File: src/rtl/logdrop_window_accum_pkg.sv
// rtl/logdrop_window_accum_pkg.sv - width helpers, MSB helper and FSM state shared by logdrop_window_accum
package logdropPkg;

    function automatic int time_width(input int winlen);
        return $clog2(winlen);
    endfunction

    function automatic int sum_width(input int data_w, input int winlen);
        return data_w + $clog2(winlen);
    endfunction

    // Index of the highest set bit; 0 for an all-zero input.
    function automatic logic [4:0] msb_index(input logic [31:0] v);
        logic [4:0] r;
        r = '0;
        for (int i = 0; i < 32; i++) begin
            if (v[i]) r = 5'(i);
        end
        return r;
    endfunction

    typedef enum logic {
        ACCUM = 1'b0,
        HOLD  = 1'b1
    } state_t;

endpackage

File: src/rtl/logdrop_window_accum_window.sv
// rtl/logdrop_window_accum_window.sv - logdropWindow: y = x >> floor(log2(t)), t = 0 treated as log2 = 0
module logdropWindow
    import logdropPkg::*;
#(
    parameter int DATA_W         = 8,
    parameter int WINLEN         = 256,
    parameter int ABSTRACT_MODEL = 0,
    localparam int TIME_W        = time_width(WINLEN)
) (
    input  logic [TIME_W-1:0] i_t,
    input  logic [DATA_W-1:0] i_x,
    output logic [DATA_W-1:0] o_y
);

    logic [4:0] drop;

    assign drop = msb_index(32'(i_t));

    // Both forms give the same result; the abstract one states the weight as a divide.
    generate
        if (ABSTRACT_MODEL != 0) begin : g_abstract
            assign o_y = DATA_W'(32'(i_x) / (32'd1 << drop));
        end else begin : g_shift
            assign o_y = i_x >> drop;
        end
    endgenerate

endmodule

File: src/rtl/logdrop_window_accum.sv
// rtl/logdrop_window_accum.sv - windowed sample accumulator; LOGDROP_WINDOW_ACCUM_RECT_EN selects a rectangular window
module logdrop_window_accum
    import logdropPkg::*;
#(
    parameter int DATA_W         = 8,
    parameter int WINLEN         = 256,
    parameter int ABSTRACT_MODEL = 0,
    localparam int TIME_W        = time_width(WINLEN),
    localparam int SUM_W         = sum_width(DATA_W, WINLEN)
) (
    input  logic              i_clk,
    input  logic              i_arst_n,
    input  logic              i_clear,
    input  logic [DATA_W-1:0] i_x,
    input  logic              i_xValid,
    output logic              o_xReady,
    output logic [SUM_W-1:0]  o_sum,
    output logic              o_sumValid,
    input  logic              i_sumReady,
    output logic [TIME_W-1:0] o_t
);

    state_t            state_q;
    logic [TIME_W-1:0] t_q, t_d;
    logic [SUM_W-1:0]  acc_q, acc_d;
    logic [SUM_W-1:0]  sum_q, sum_d;
    logic [DATA_W-1:0] y;
    logic              last, accept, consume, complete;

`ifdef LOGDROP_WINDOW_ACCUM_RECT_EN
    assign y = i_x;
`else
    logdropWindow #(
        .DATA_W        (DATA_W),
        .WINLEN        (WINLEN),
        .ABSTRACT_MODEL(ABSTRACT_MODEL)
    ) u_window (
        .i_t(t_q),
        .i_x(i_x),
        .o_y(y)
    );
`endif

    // Only the window-completing sample has to wait for the held sum to drain.
    assign last     = (t_q == TIME_W'(WINLEN - 1));
    assign o_xReady = !((state_q == HOLD) && !i_sumReady && last);
    assign accept   = i_xValid && o_xReady && !i_clear;
    assign complete = accept && last;
    assign consume  = (state_q == HOLD) && i_sumReady;

    always_comb begin
        t_d   = t_q;
        acc_d = acc_q;
        sum_d = sum_q;
        if (i_clear) begin
            t_d   = '0;
            acc_d = '0;
        end else if (accept) begin
            if (last) begin
                sum_d = acc_q + SUM_W'(y);
                acc_d = '0;
                t_d   = '0;
            end else begin
                acc_d = acc_q + SUM_W'(y);
                t_d   = t_q + TIME_W'(1);
            end
        end
    end

    always_ff @(posedge i_clk or negedge i_arst_n) begin
        if (!i_arst_n) begin
            state_q <= ACCUM;
            t_q     <= '0;
            acc_q   <= '0;
            sum_q   <= '0;
        end else begin
            t_q   <= t_d;
            acc_q <= acc_d;
            sum_q <= sum_d;
            case (state_q)
                ACCUM: if (complete) state_q <= HOLD;
                HOLD:  if (consume && !complete) state_q <= ACCUM;
                default: state_q <= ACCUM;
            endcase
        end
    end

    assign o_sum      = sum_q;
    assign o_sumValid = (state_q == HOLD);
    assign o_t        = t_q;

endmodule

File: config.mk
export PLATFORM = sky130hd
export DESIGN_NAME = logdrop_window_accum
export DESIGN_NICKNAME = d
export VERILOG_FILES = /design/src/rtl/logdrop_window_accum_pkg.sv /design/src/rtl/logdrop_window_accum_window.sv /design/src/rtl/logdrop_window_accum.sv
export SDC_FILE = /design/constraint.sdc
export NUM_CORES = 1
export LEC_CHECK = 0
export ABC_AREA = 0
export CAP_MARGIN = 20
export CELL_PAD_IN_SITES_DETAIL_PLACEMENT = 2
export CELL_PAD_IN_SITES_GLOBAL_PLACEMENT = 2
export CORE_MARGIN = 10
export CORE_UTILIZATION = 35
export DETAILED_ROUTE_END_ITERATION = 12
export GPL_TIMING_DRIVEN = 0
export PLACE_DENSITY = 0.93
export SLEW_MARGIN = 20
export SYNTH_ARGS = -nofsm -noshare
export SYNTH_HDL_FRONTEND = slang
export SYNTH_SLANG_ARGS = --single-unit
File: constraint.sdc
create_clock -name i_clk -period 7.3 [get_ports i_clk]
set_clock_uncertainty 0.05 [all_clocks]
set_input_delay 1.825 -clock i_clk [delete_from_list [all_inputs] [get_ports i_clk]]
set_output_delay 1.825 -clock i_clk [all_outputs]
set_load 0.02 [all_outputs]
==> impl_results.md <==
- Critical path required time: 5430 ps
- Initial drt markers: 69
- Worst hold-check path type: reg2reg
- Leakage: 1.32 nW
- Least-Margin Pin Slew: 838 ps
- Clock latency on the worst-skew pair: 300 ps
- DRC viols: 0
- Reg2reg start: o_t[5]$_DFFE_PN0P_
- Reg2Reg Setup Slack: 2910 ps
- Endpoints failing hold: 0
- Vias after detailed routing: 2,222
- Longest Clk Path Bufs: 2
- Crit Path Class: in2out
- Avg WL per Cell: 21.7 um
- Reg clk slew, reported paths: 80 ps
- R2R cell count: 15
- Clock Sink Count: 41
- Most frequent cells in the layout: dfrtp_1, nand2_1, clkdlybuf4s50_1
- IO Port Bufs: 38
- Max_cap viols: 0
- Fmax: 0.196 GHz
- Total Routed Length: 8480 um
- Maximum vdd ir drop: 0.0626 mV
- Post-synth top area cell: dfrtp_1
- Fill cell count: 713
- Status: complete, no violations
- Post-synth EDFFs: 0
- Root buf cell: clkbuf_8
- Number of global-route vias before repair: 2,511
- Crit path time final: 5120 ps
- Num CTS Buffers: 5
- Total core area: 6760 um^2
- End of the critical path: o_xReady
- Die Footprint: 10,700 um^2
- Largest cells by area after synthesis: dfrtp_1, o21ai_0, nand2_1
- Final setup TNS: 0 ps
- Drt pass-1 iters: 4
- Hold_buf cts: 0
- Post-CTS Resized: 0
- Worst rel slew slack: 43.7%
- Area delta synth->final: 25.2%
- Aggregate global-route resource usage: 16.8%
- Diode count: 0
- Worst R2R End: acc_q[14]$_DFFE_PN0P_
- Crit Path Max Fanout: 6
- #FFs+latches synth: 41
- Post-synth top area share: 42.2%
- Boundary Pins: 39
- Mapped Area: 2430 um^2
- Routability cong.: 0.855
- Via density: 5.70
- Antenna viol nets, final: 0
- CTS tree: built
- RSZ-0062 raised after global routing: no
- # rows: 30
- Layout cell share with drive strength beyond 1: 10.0%
- Most common cell after layout, fill and taps aside: dfrtp_1
- Yosys cell types: 48
- Final WS setup: 2180 ps
- Final Cycle Share: 70.1%
- Setup crit start kind: input pin
- Pre-CTS worst setup slack: 2160 ps
- Post-synth ARST share: 100%
- Final nets: 332
- Primary FF master, synth: dfrtp_1
- Remaining global-route overflow: 0
- Initial Util: 36.0%
- First-pass GRT wire length: 13,700 um
- Yosys warns: 0
- Endpoints failing setup: 0
- PwrDens: 198 nW/um^2
- Syn avg cell area: 9.25 um^2
- Largest net degree at the start of global routing: 26
- Synth Instances: 263
- H-tree depth: 2
- Sequential share of the synthesized area: 42.2%
- Initial antenna violation count: 0
- Hpwl dp: 6390 um
- CP endpoint kind: output pin
- Die Ht: 103 um
- Post-CTS Setup Bufs: 0
- CP Launch Point: i_sumReady
- Pins over their slew limit: 0
- Critical path arrival: 3240 ps
- Die Width: 103 um
- Post-synth net total: 286
==> state kept, by name, summed over array words and instances, names as in the netlist <==
name and count:
o_sum 16, o_sumValid 1, acc_q 16, o_t 8
==> routing by layer <==
metal  up-vias  track usage, %  share of wire [%]
met1      1157            19.7                 42
li1       1029               -                  -
met5         -               0                  0
met4         0            4.39                1.0
met3         7            2.99                2.6
met2        29            30.6                 54
==> logic make-up (layout without fill, tap and decap cells) <==
family | count (synthesis) | after routing | synth area share, %
flops | 41 | 41 | 42.2
fa+ha+maj | 10 | 10 | 5.45
simple gates | 93 | 93 | 18.4
xor+xnor | 15 | 15 | 5.40
mux | 13 | 13 | 5.76
buf+inv | 19 | 66 | 4.06
compound gates | 72 | 72 | 18.8
==> where the power goes <==
group / switching [mW] / internal, mW
combinational: 0.0910 / 0.0589
sequential: 0.0159 / 0.241
clock: 0.0838 / 0.112
total: 0.191 / 0.412
==> worst min-delay path by stage <==
| stage | startpoint | endpoint | slack [ps] | cells after the start |
|---|---|---|---|---|
| floorplan | acc_q[2]$_DFFE_PN0P_ | acc_q[2]$_DFFE_PN0P_ | 410 | 2 |
| global placement | o_sum[4]$_DFFE_PN0P_ | o_sum[4]$_DFFE_PN0P_ | 410 | 2 |
| detailed placement | o_sum[2]$_DFFE_PN0P_ | o_sum[2]$_DFFE_PN0P_ | 430 | 2 |
| CTS | o_sum[2]$_DFFE_PN0P_ | o_sum[2]$_DFFE_PN0P_ | 440 | 2 |
| global route | o_sum[2]$_DFFE_PN0P_ | o_sum[2]$_DFFE_PN0P_ | 470 | 2 |
| finish | o_sum[2]$_DFFE_PN0P_ | o_sum[2]$_DFFE_PN0P_ | 440 | 2 |
==> cells in the mapped netlist, types with 2 or more instances <==
master / instances
or3_1: 2
nand3_1: 10
nand2_1: 39
and2_1: 3
o31ai_1: 3
mux2i_1: 8
nor2b_1: 2
ha_1: 9
a31oi_1: 6
buf_2: 7
xor2_1: 8
a22o_1: 3
a21oi_1: 10
a21o_1: 3
inv_1: 8
o21ai_0: 33
xnor2_1: 7
nand2b_1: 3
o22ai_1: 3
nand4_1: 3
dfrtp_1: 41
and4_1: 2
nor2_1: 17
and3_1: 5
buf_6: 2
mux2_2: 4
==> metrics by stage <==
step	hold WS (ps)	util (%)	cell area, um^2	power [mW]	cells
after global placement	412	43.1	2910	0.392	381
final	439	45.1	3040	0.602	390
after CTS	444	45.1	3040	0.608	390
after detailed placement	426	43.3	2930	0.409	382
after floorplan	406	-	2430	0.353	263
after global routing	467	45.1	3040	0.637	390
==> critical path: stages <==
cell and delay (ps):
clkdlybuf4s50_1 390, nor2b_1 210, nand2_1 210, clkdlybuf4s50_1 590
==> cell type report <==
class / count / area (um^2) / area share (%)
buffer: 11 / 68.8 / 2.26
sequential: 41 / 1030 / 33.7
tap: 80 / 100 / 3.29
timing repair buffer: 39 / 395 / 13.0
clock inverter: 1 / 30.0 / 0.986
clock buffer: 7 / 86.3 / 2.84
multi-input combinational: 203 / 1310 / 43.0
inverter: 8 / 30.0 / 0.986
(Power assumes the default switching activity.)
